<file path="config.mk">
export PLATFORM = sky130hd
export DESIGN_NAME = bcd_sec_timer_flat
export DESIGN_NICKNAME = d
export VERILOG_FILES = /design/src/rtl/timer_pkg.sv /design/src/rtl/bcd_sec_timer_if.sv /design/src/rtl/edge_tick_sync.sv /design/src/rtl/bcd_sec_timer.sv /design/src/flat_wrapper.sv
export SDC_FILE = /design/constraint.sdc
export NUM_CORES = 1
export LEC_CHECK = 0
export CAP_MARGIN = 20
export CORE_MARGIN = 2
export CORE_UTILIZATION = 52
export DETAILED_ROUTE_END_ITERATION = 7
export GPL_ROUTABILITY_DRIVEN = 0
export HOLD_SLACK_MARGIN = 0.06
export PLACE_DENSITY = 0.86
export SETUP_SLACK_MARGIN = 0.5
export SLEW_MARGIN = 10
export SYNTH_ARGS = -nofsm -noshare
export SYNTH_HDL_FRONTEND = slang
export SYNTH_SLANG_ARGS = --single-unit
</file>
<file path="constraint.sdc">
create_clock -name clk -period 2.62 [get_ports clk]
set_input_delay 0.655 -clock clk [delete_from_list [all_inputs] [get_ports clk]]
set_output_delay 0.655 -clock clk [all_outputs]
set_load 0.005 [all_outputs]
</file>
<file path="src/rtl/timer_pkg.sv">
//------------------------------------------------------------------------------
// timer_pkg: shared types, constants and BCD helpers for the MM:SS timer.
// Rev 1.0
//------------------------------------------------------------------------------
`default_nettype none

package timer_pkg;

    typedef enum logic [1:0] {
        ST_IDLE  = 2'd0,
        ST_RUN   = 2'd1,
        ST_PAUSE = 2'd2,
        ST_DONE  = 2'd3
    } state_t;

    typedef logic [3:0] digit_t;

    localparam digit_t BCD_MAX_SEC_TENS = 4'd5;

    // Divider terminal count; simulations scale clk_div down from this.
    localparam int DIV_COUNT = 50_000_000;

    function automatic logic [7:0] bcd2_inc(input logic [7:0] v);
        digit_t tens;
        digit_t ones;
        tens = v[7:4];
        ones = v[3:0];
        if (ones == 4'd9) begin
            tens = tens + 4'd1;
            ones = 4'd0;
        end else begin
            ones = ones + 4'd1;
        end
        return {tens, ones};
    endfunction

    function automatic logic [7:0] bcd2_dec(input logic [7:0] v);
        digit_t tens;
        digit_t ones;
        tens = v[7:4];
        ones = v[3:0];
        if (ones == 4'd0) begin
            tens = tens - 4'd1;
            ones = 4'd9;
        end else begin
            ones = ones - 4'd1;
        end
        return {tens, ones};
    endfunction

    function automatic logic digit_ok(input digit_t d);
        return d <= 4'd9;
    endfunction

    function automatic logic sec_ok(input logic [7:0] s);
        return (s[7:4] <= BCD_MAX_SEC_TENS) && digit_ok(s[3:0]);
    endfunction

    function automatic logic min_ok(input logic [7:0] m, input logic [7:0] max_m);
        return digit_ok(m[7:4]) && digit_ok(m[3:0]) && (m <= max_m);
    endfunction

endpackage

`default_nettype wire

</file>
<file path="src/rtl/bcd_sec_timer_if.sv">
//------------------------------------------------------------------------------
// bcd_sec_timer_if: control, preset and display signals of the MM:SS timer.
// Rev 1.0
//------------------------------------------------------------------------------
`default_nettype none

interface bcd_sec_timer_if;

    logic       clk_div_in;
    logic       start;
    logic       stop;
    logic       clear;
    logic       load;
    logic       dir;
    logic [7:0] load_min;
    logic [7:0] load_sec;
    logic [7:0] min_bcd;
    logic [7:0] sec_bcd;
    logic       running;
    logic       expired;
    logic       wrap;
    logic       load_err;
    logic       tick;

    modport master (
        output clk_div_in, start, stop, clear, load, dir, load_min, load_sec,
        input  min_bcd, sec_bcd, running, expired, wrap, load_err, tick
    );

    modport slave (
        input  clk_div_in, start, stop, clear, load, dir, load_min, load_sec,
        output min_bcd, sec_bcd, running, expired, wrap, load_err, tick
    );

endinterface

`default_nettype wire

</file>
<file path="src/rtl/edge_tick_sync.sv">
//------------------------------------------------------------------------------
// edge_tick_sync: flop-chain synchroniser with a one-cycle rising-edge pulse.
// Rev 1.0
//------------------------------------------------------------------------------
`default_nettype none

module edge_tick_sync #(
    parameter int STAGES = 2
) (
    input  wire logic clk,
    input  wire logic rst,
    input  wire logic din,
    output logic      pulse
);

    logic [STAGES-1:0] sync;
    logic              prev;

    always_ff @(posedge clk) begin
        if (rst) begin
            sync <= '0;
            prev <= 1'b0;
        end else begin
            sync <= {sync[STAGES-2:0], din};
            prev <= sync[STAGES-1];
        end
    end

    // Combinational so the pulse coincides with the first synchronised high.
    assign pulse = sync[STAGES-1] & ~prev;

endmodule

`default_nettype wire

</file>
<file path="src/rtl/bcd_sec_timer.sv">
//------------------------------------------------------------------------------
// bcd_sec_timer: BCD MM:SS up/down timer advanced by rising edges of clk_div.
// Rev 1.0
//------------------------------------------------------------------------------
`default_nettype none

module bcd_sec_timer
    import timer_pkg::*;
#(
    parameter int         SYNC_STAGES = 2,
    parameter logic [7:0] MAX_MIN_BCD = 8'h59
) (
    input  wire logic       clk,
    input  wire logic       rst,
    bcd_sec_timer_if.slave  bus
);

    state_t     state;
    logic [7:0] cnt_min;
    logic [7:0] cnt_sec;
    logic       run_dir;
    logic       running;
    logic       expired;
    logic       wrap;
    logic       load_err;
    logic       tick;

    logic [7:0] up_min;
    logic [7:0] up_sec;
    logic       up_wrap;
    logic [7:0] dn_min;
    logic [7:0] dn_sec;
    logic       cnt_zero;
    logic       dn_zero;
    logic       load_valid;

    edge_tick_sync #(
        .STAGES (SYNC_STAGES)
    ) u_tick_sync (
        .clk   (clk),
        .rst   (rst),
        .din   (bus.clk_div_in),
        .pulse (tick)
    );

    always_comb begin
        up_wrap = 1'b0;
        up_min  = cnt_min;
        up_sec  = bcd2_inc(cnt_sec);
        if (cnt_sec == {BCD_MAX_SEC_TENS, 4'd9}) begin
            up_sec = 8'h00;
            if (cnt_min == MAX_MIN_BCD) begin
                up_min  = 8'h00;
                up_wrap = 1'b1;
            end else begin
                up_min = bcd2_inc(cnt_min);
            end
        end

        dn_min = cnt_min;
        dn_sec = bcd2_dec(cnt_sec);
        if (cnt_sec == 8'h00) begin
            dn_sec = {BCD_MAX_SEC_TENS, 4'd9};
            dn_min = bcd2_dec(cnt_min);
        end
    end

    assign cnt_zero   = (cnt_min == 8'h00) && (cnt_sec == 8'h00);
    assign dn_zero    = (dn_min == 8'h00) && (dn_sec == 8'h00);
    assign load_valid = sec_ok(bus.load_sec) && min_ok(bus.load_min, MAX_MIN_BCD);

    always_ff @(posedge clk) begin
        if (rst) begin
            state    <= ST_IDLE;
            cnt_min  <= 8'h00;
            cnt_sec  <= 8'h00;
            run_dir  <= 1'b0;
            running  <= 1'b0;
            expired  <= 1'b0;
            wrap     <= 1'b0;
            load_err <= 1'b0;
        end else begin
            wrap     <= 1'b0;
            load_err <= 1'b0;
            if (bus.clear) begin
                cnt_min <= 8'h00;
                cnt_sec <= 8'h00;
                expired <= 1'b0;
                state   <= ST_IDLE;
                running <= 1'b0;
            end else if (bus.load) begin
                if (load_valid) begin
                    cnt_min <= bus.load_min;
                    cnt_sec <= bus.load_sec;
                    expired <= 1'b0;
                    state   <= ST_IDLE;
                    running <= 1'b0;
                end else begin
                    load_err <= 1'b1;
                end
            end else if (bus.stop) begin
                if (state == ST_RUN) begin
                    state   <= ST_PAUSE;
                    running <= 1'b0;
                end
            end else if (bus.start && (state == ST_IDLE || state == ST_PAUSE)) begin
                run_dir <= bus.dir;
                // Down-start from 00:00 has nothing to count.
                if (bus.dir && cnt_zero && state == ST_IDLE) begin
                    state   <= ST_DONE;
                    expired <= 1'b1;
                    running <= 1'b0;
                end else begin
                    state   <= ST_RUN;
                    running <= 1'b1;
                end
            end else if (tick && state == ST_RUN) begin
                if (!run_dir) begin
                    cnt_min <= up_min;
                    cnt_sec <= up_sec;
                    wrap    <= up_wrap;
                end else if (cnt_zero) begin
                    // Resumed downward at 00:00 after an up-count wrap.
                    state   <= ST_DONE;
                    expired <= 1'b1;
                    running <= 1'b0;
                end else begin
                    cnt_min <= dn_min;
                    cnt_sec <= dn_sec;
                    if (dn_zero) begin
                        state   <= ST_DONE;
                        expired <= 1'b1;
                        running <= 1'b0;
                    end
                end
            end
        end
    end

    assign bus.min_bcd  = cnt_min;
    assign bus.sec_bcd  = cnt_sec;
    assign bus.running  = running;
    assign bus.expired  = expired;
    assign bus.wrap     = wrap;
    assign bus.load_err = load_err;
    assign bus.tick     = tick;

endmodule

`default_nettype wire

</file>
<file path="src/flat_wrapper.sv">
// flat-port wrapper written by rule: the top's interface ports become plain ports
module bcd_sec_timer_flat import timer_pkg::*;
#(
    parameter int         SYNC_STAGES = 2,
    parameter logic [7:0] MAX_MIN_BCD = 8'h59
)
  (clk, rst, bus_clk_div_in, bus_start, bus_stop, bus_clear, bus_load, bus_dir, bus_load_min, bus_load_sec, bus_min_bcd, bus_sec_bcd, bus_running, bus_expired, bus_wrap, bus_load_err, bus_tick);
  bcd_sec_timer_if bus_i ();
  input  wire logic clk;
  input  wire logic rst;
  input wire logic [$bits(bus_i.clk_div_in)-1:0] bus_clk_div_in;
  input wire logic [$bits(bus_i.start)-1:0] bus_start;
  input wire logic [$bits(bus_i.stop)-1:0] bus_stop;
  input wire logic [$bits(bus_i.clear)-1:0] bus_clear;
  input wire logic [$bits(bus_i.load)-1:0] bus_load;
  input wire logic [$bits(bus_i.dir)-1:0] bus_dir;
  input wire logic [$bits(bus_i.load_min)-1:0] bus_load_min;
  input wire logic [$bits(bus_i.load_sec)-1:0] bus_load_sec;
  output wire logic [$bits(bus_i.min_bcd)-1:0] bus_min_bcd;
  output wire logic [$bits(bus_i.sec_bcd)-1:0] bus_sec_bcd;
  output wire logic [$bits(bus_i.running)-1:0] bus_running;
  output wire logic [$bits(bus_i.expired)-1:0] bus_expired;
  output wire logic [$bits(bus_i.wrap)-1:0] bus_wrap;
  output wire logic [$bits(bus_i.load_err)-1:0] bus_load_err;
  output wire logic [$bits(bus_i.tick)-1:0] bus_tick;
  assign bus_i.clk_div_in = bus_clk_div_in;
  assign bus_i.start = bus_start;
  assign bus_i.stop = bus_stop;
  assign bus_i.clear = bus_clear;
  assign bus_i.load = bus_load;
  assign bus_i.dir = bus_dir;
  assign bus_i.load_min = bus_load_min;
  assign bus_i.load_sec = bus_load_sec;
  assign bus_min_bcd = bus_i.min_bcd;
  assign bus_sec_bcd = bus_i.sec_bcd;
  assign bus_running = bus_i.running;
  assign bus_expired = bus_i.expired;
  assign bus_wrap = bus_i.wrap;
  assign bus_load_err = bus_i.load_err;
  assign bus_tick = bus_i.tick;
  bcd_sec_timer #(.SYNC_STAGES(SYNC_STAGES), .MAX_MIN_BCD(MAX_MIN_BCD)) u_core (.clk(clk), .rst(rst), .bus(bus_i));
endmodule
</file>
==> impl_metrics.csv, run 1 <==
group,metric,value,unit
setup_path,cp_max_fo,3,
final_layout,layout.nets,397,
final_layout,final_common_cell,"clkdlybuf4s50_1",
hold_path,hold_path_class,"reg -> reg",
yosys,async_reset_ff_share,0,%
routing,routedWlPerCell,21.5,um
routing,drt-pass1-iter-count,8,
setup_path,cp_slowest_stage_delay,0.39,ns
setup_path,critical_path_required,2.77,ns
routing,initialDrtViolationCount,580,
global_route,grt_pass1_vias,2433,
die,die_area,4750,um^2
yosys,synth_cell_types,64,
place,portBuffers,44,
sta,rsz0062_at_grt,"yes",
place,post-place-cells,385,
sta,final_hold_viol_count,0,
yosys,yosys_register_bits,26,
die,die_w,68.9,um
yosys,yosys_warnings,0,
flow_run,maxCapViolCount,0,
clock_network,cts_max_path_buffers,2,
yosys,syn_area,2190,um^2
yosys,synth_ff_type,"dfxtp_1",
sta,post-route-min-period,2.44,ns
routing,vias_per_cell,7.18,
final_layout,antennaDiodeCount,0,
clock_network,clkTransAtPathRegs,0.11,ns
die,start_util,54.4,%
sta,fin_setup_tns,0,ns
final_layout,mostFrequentLayoutCells,"41 x clkdlybuf4s50_1, 39 x buf_4, 24 x nand2_1",
clock_network,htreeDepth,1,
sta,timing.final.crit_share,93.3,%
power_and_ir_drop,p_per_area,279,nW/um^2
setup_path,crit_slowest_cell,"nor4_2",
yosys,synth_edf_count,0,
clock_network,cts-root-buf,"clkbuf_8",
yosys,synth_nets,327,
sta,slew_headroom,64.8,%
sta,holdWs,0.447,ns
routing,routed_wl,8830,um
global_route,busiest_layer,"met2",
setup_path,cpMostUsedCell,"buf_4",
sta,fmax,0.409,GHz
yosys,synth_area_per_cell,7.51,um^2
clock_network,cts_buffers,3,
global_route,grt-ovfl-total,0,
sta,finalClockSkew,0.00856,ns
run_status,status,"complete, no violations",
die,rows,23,
sta,setup_viol,0,
global_route,grt_pass1_wl,11700,um
final_layout,fin_util,80.2,%
power_and_ir_drop,vdd_drop_max,0.235,mV
clock_network,cts_tree,"built",
die,core_area,4030,um^2
setup_path,worstPathCellList,"inv_4, ha_4, buf_4, nor4b_4, buf_4, nand4_1, xnor2_2, nor4_2, a211o_1, o21ai_0",
sta,slew_violations,0,
global_route,use_met3,6.82,%
setup_path,endpoint_kind,"flip-flop",
final_layout,stdcell_count,411,
clock_network,clock_sinks,26,
global_route,grt.met1_usage,39.2,%
setup_path,cp-start-kind,"flip-flop",
global_route,antenna_found_initial,0,
final_layout,syn_to_final_growth,47.4,%
die,boundaryPins,45,
global_route,gr-usage-met2,55.4,%
place,dpl_cell_area,2820,um^2
global_route,grt_max_degree,30,
setup_path,reg2reg_slack,0.18,ns
yosys,seq_area_frac_synth,23.7,%
setup_path,cp.arrival,2.59,ns
routing,vias,2951,
clock_network,clk_latency,0.29,ns
global_route,grt.total_usage,33.1,%
clock_network,cts_hold_buffers,0,
routing,drc,0,
setup_path,crit_type,"reg -> reg",
die,die_y,68.9,um
final_layout,fin_area,3230,um^2
yosys,synthCells,292,
sta,worst_pin_slew,0.521,ns
final_layout,drive_gt1_share,28.5,%
routing,ant_nets,0,
place,hpwl,4510,um
power_and_ir_drop,p_leak,0.00118,uW
## Yosys cell counts, types with 8 or more instances
cell type	count	area, um^2
a211oi_1	8	60.1
a21oi_1	17	85.1
clkbuf_1	14	52.6
dfxtp_1	26	521
ha_1	11	138
inv_1	14	52.6
nand2_1	24	90.1
nand3_1	17	85.1
nor2_1	23	86.3
nor3_1	11	55.1
o21ai_0	24	120
## kinds of logic after synthesis
logic type / count (synthesis) / synth area share (%)
xor+xnor: 7 / 2.80
buf+inv: 34 / 6.45
fa+ha+maj: 11 / 6.28
compound gates: 92 / 28.0
simple gates: 118 / 30.9
mux: 4 / 1.83
flops: 26 / 23.7
## stage by stage
stage / setup WS (ns) / power, uW
2_1_floorplan: 0.475 / 486
3_3_place_gp: 0.0490 / 557
3_5_place_dp: -0.00803 / 560
4_1_cts: 0.326 / 874
5_1_grt: 0.212 / 920
6_report: 0.176 / 902
## what timing repair did
item,CTS,global route
pin swaps,16,11
buffers inserted,16,6
endpoints found under the setup margin,23,20
gates cloned,0,0
resized for setup,25,29
## worst max-delay path, delay by kind of cell (launching register included)
family | cells | cell delay, ns
compound gates | 2 | 0.31
flops | 1 | 0.38
simple gates | 3 | 0.82
buf+inv | 3 | 0.38
fa+ha+maj | 1 | 0.14
xor+xnor | 1 | 0.27
## layer usage
metal / routed length [um] / vias up
met2: 3890 / 289
met4: 632 / 0
met1: 3240 / 1336
met5: 0 / -
li1: - / 1237
met3: 1070 / 89
## area by class of cell
| class | instances | area [um^2] |
|---|---|---|
| timing repair buffer | 85 | 761 |
| fill | 243 | 797 |
| clock buffer | 4 | 66.3 |
| sequential | 26 | 551 |
| tap | 50 | 62.6 |
| multi-input combinational | 232 | 1730 |
| inverter | 14 | 62.6 |
## registers in the layout (all words and copies together) (netlist names)
register / flops
u_core.u_tick_sync.prev: 1
u_core.bus.sec_bcd: 8
u_core.u_tick_sync.sync: 2
u_core.run_dir: 1
u_core.bus.running: 1
u_core.bus.min_bcd: 8
u_core.bus.load_err: 1
u_core.state: 2
u_core.bus.wrap: 1
u_core.bus.expired: 1
## where the power goes
part / switching, uW / internal (uW)
Clock: 152 / 167
Combinational: 93.6 / 88.9
Sequential: 5.76 / 394
Total: 252 / 650
## final timing paths
| check | start | to | depth (start not counted) |
|---|---|---|---|
| worst min register to register | u_core.u_tick_sync.sync[0]$_SDFF_PP0_ | u_core.u_tick_sync.sync[1]$_SDFF_PP0_ | 1 |
| worst min-delay path | u_core.u_tick_sync.sync[0]$_SDFF_PP0_ | u_core.u_tick_sync.sync[1]$_SDFF_PP0_ | 1 |
| worst max register to register | u_core.bus.sec_bcd[4]$_SDFFE_PP0P_ | u_core.bus.running$_SDFFE_PP0P_ | 10 |
| worst max-delay path | u_core.bus.sec_bcd[4]$_SDFFE_PP0P_ | u_core.bus.running$_SDFFE_PP0P_ | 10 |
(Power assumes the default switching activity.)
==> run 2: changes to the inputs <==
--- a/config.mk
+++ b/config.mk
@@ -6,7 +6,7 @@
 export NUM_CORES = 1
 export LEC_CHECK = 0
 export CAP_MARGIN = 20
-export CORE_MARGIN = 2
+export CORE_MARGIN = 10
 export CORE_UTILIZATION = 52
 export DETAILED_ROUTE_END_ITERATION = 7
 export GPL_ROUTABILITY_DRIVEN = 0
==> impl_metrics.csv, run 2 (synthesis results as in run 1) <==
group,metric,value,unit
global_route,grt_pass1_vias,2524,
power_and_ir_drop,switching_share,27.9,%
routing,ant_nets,0,
setup_path,r2r_start,"u_core.bus.sec_bcd[0]$_SDFFE_PP0P_",
hold_path,hold_depth,1,
setup_path,cp_slowest_stage_delay,0.41,ns
setup_path,r2r_cells,9,
power_and_ir_drop,p_sw,251,uW
sta,timing.final.crit_share,83.5,%
final_layout,layout.nets,405,
setup_path,worstPathCellList,"inv_4, ha_4, or3b_4, a32o_2, buf_4, buf_4, nor4_2, a211o_1, o21ai_0",
setup_path,cp-start-kind,"flip-flop",
setup_path,crit_buf_inv,3,
sta,post-route-min-period,2.19,ns
routing,drt-pass1-iter-count,5,
sta,slew_violations,0,
setup_path,path_delay_family,"simple AND/OR/NAND/NOR gates",
routing,drc,0,
global_route,grt_max_degree,25,
clock_network,cts_tree,"built",
setup_path,cp.arrival,2.35,ns
routing,vias_per_cell,6.75,
die,die_y,84.9,um
power_and_ir_drop,power_frac_seq,44.7,%
global_route,grt.total_usage,19.8,%
power_and_ir_drop,clockPowerShare,36.0,%
setup_path,critical_path.startpoint,"u_core.bus.sec_bcd[0]$_SDFFE_PP0P_",
final_layout,syn_to_final_growth,50.5,%
clock_network,clk_latency,0.29,ns
sta,final_hold_viol_count,0,
final_layout,mostFrequentLayoutCells,"46 x buf_4, 35 x clkdlybuf4s50_1, 24 x nand2_1",
setup_path,cpMostUsedCell,"buf_4",
die,die_w,84.9,um
setup_path,reg2reg_to,"u_core.bus.running$_SDFFE_PP0P_",
global_route,antenna_found_initial,0,
clock_network,cts_buffers,3,
global_route,grt-ovfl-total,0,
final_layout,fin_area,3300,um^2
final_layout,antennaDiodeCount,0,
power_and_ir_drop,p_leak,0.00129,uW
global_route,grt_pass1_wl,12300,um
routing,vias,2830,
final_layout,final_common_cell,"buf_4",
place,hpwl,4920,um
setup_path,endpoint_kind,"flip-flop",
die,die_area,7210,um^2
setup_path,cp-endpoint,"u_core.bus.running$_SDFFE_PP0P_",
sta,holdWs,0.454,ns
final_layout,drive_gt1_share,29.8,%
sta,slew_headroom,66.9,%
clock_network,htreeDepth,1,
sta,fmax,0.457,GHz
die,rows,23,
clock_network,cts_hold_buffers,0,
die,start_util,54.4,%
setup_path,reg2reg_slack,0.43,ns
power_and_ir_drop,vdd_drop_max,0.215,mV
run_status,status,"complete, no violations",
die,core_area,4030,um^2
power_and_ir_drop,total_power,898,uW
sta,worst_pin_slew,0.496,ns
place,dpl_cell_area,2810,um^2
clock_network,cts-root-buf,"clkbuf_8",
setup_path,critical_path_required,2.78,ns
die,boundaryPins,45,
clock_network,clkTransAtPathRegs,0.11,ns
routing,initialDrtViolationCount,411,
sta,finalClockSkew,0.00463,ns
setup_path,crit_slowest_cell,"or3b_4",
clock_network,cts_max_path_buffers,2,
hold_path,hold_path_class,"reg -> reg",
routing,routedWlPerCell,21.2,um
sta,rsz0062_at_grt,"yes",
setup_path,cp_max_fo,4,
power_and_ir_drop,comb_power_share,19.2,%
power_and_ir_drop,cellInternalPower,647,uW
flow_run,maxCapViolCount,0,
clock_network,clock_sinks,26,
routing,routed_wl,8880,um
sta,setup_viol,0,
place,portBuffers,44,
setup_path,crit_cells,9,
power_and_ir_drop,p_per_area,272,nW/um^2
setup_path,crit_type,"reg -> reg",
## run 2: cell types whose count changed in the layout (fill, tap and decap cells not counted), sizes merged
cell           change
clkdlybuf4s15      +2
dlygate4sd2        -2
buf                +8
dlymetal6s2s       +6
clkdlybuf4s50      -6
## run 2: worst min-delay path by stage
stage	slack (ns)	end	startpoint
CTS	0.45	u_core.u_tick_sync.sync[1]$_SDFF_PP0_	u_core.u_tick_sync.sync[0]$_SDFF_PP0_
floorplan	0.41	u_core.u_tick_sync.sync[1]$_SDFF_PP0_	u_core.u_tick_sync.sync[0]$_SDFF_PP0_
global route	0.47	u_core.u_tick_sync.sync[1]$_SDFF_PP0_	u_core.u_tick_sync.sync[0]$_SDFF_PP0_
finish	0.45	u_core.u_tick_sync.sync[1]$_SDFF_PP0_	u_core.u_tick_sync.sync[0]$_SDFF_PP0_
global placement	0.42	u_core.u_tick_sync.sync[1]$_SDFF_PP0_	u_core.u_tick_sync.sync[0]$_SDFF_PP0_
detailed placement	0.43	u_core.u_tick_sync.sync[1]$_SDFF_PP0_	u_core.u_tick_sync.sync[0]$_SDFF_PP0_
## run 2: area by class of cell
cell class | instances | area (um^2)
clock buffers | 4 | 66.3
repair buffers | 93 | 842
flip-flops and latches | 26 | 552
multi-input cells | 232 | 1710
fillers | 243 | 729
inverters | 14 | 65.1
well taps | 50 | 62.6
## run 2: through the flow
step / instances / setup TNS, ns / utilization [%] / setup slack (ns)
after floorplan: 292 / 0 / - / 0.475
after global placement: 385 / -0.00260 / 69.7 / -0.00260
after detailed placement: 385 / -0.797 / 69.7 / -0.151
after CTS: 402 / 0 / 75.0 / 0.435
after global routing: 419 / 0 / 81.9 / 0.391
final: 419 / 0 / 81.9 / 0.431
## run 2: metal layers
metal | GRT usage (%) | vias up | part of all wire [%]
li1 | - | 1248 | -
met1 | 23.3 | 1297 | 37
met2 | 33.2 | 218 | 46
met3 | 4.30 | 67 | 11
met4 | 9.43 | 0 | 6.4
met5 | 0 | - | 0
## run 2: timing repair
item | in CTS | in global routing
resized for setup | 25 | 41
buffers inserted | 13 | 17
pin swaps | 14 | 20
endpoints found under the hold margin | 0 | 0
setup endpoints to repair | 24 | 21
## run 2: power by group through the flow
stage | clock network (uW) | registers [uW] | logic, uW
2_1_floorplan | 0 | 411 | 75.6
3_3_place_gp | 0 | 414 | 142
3_5_place_dp | 0 | 415 | 144
4_1_cts | 317 | 403 | 151
5_1_grt | 331 | 403 | 184
6_report | 323 | 402 | 173
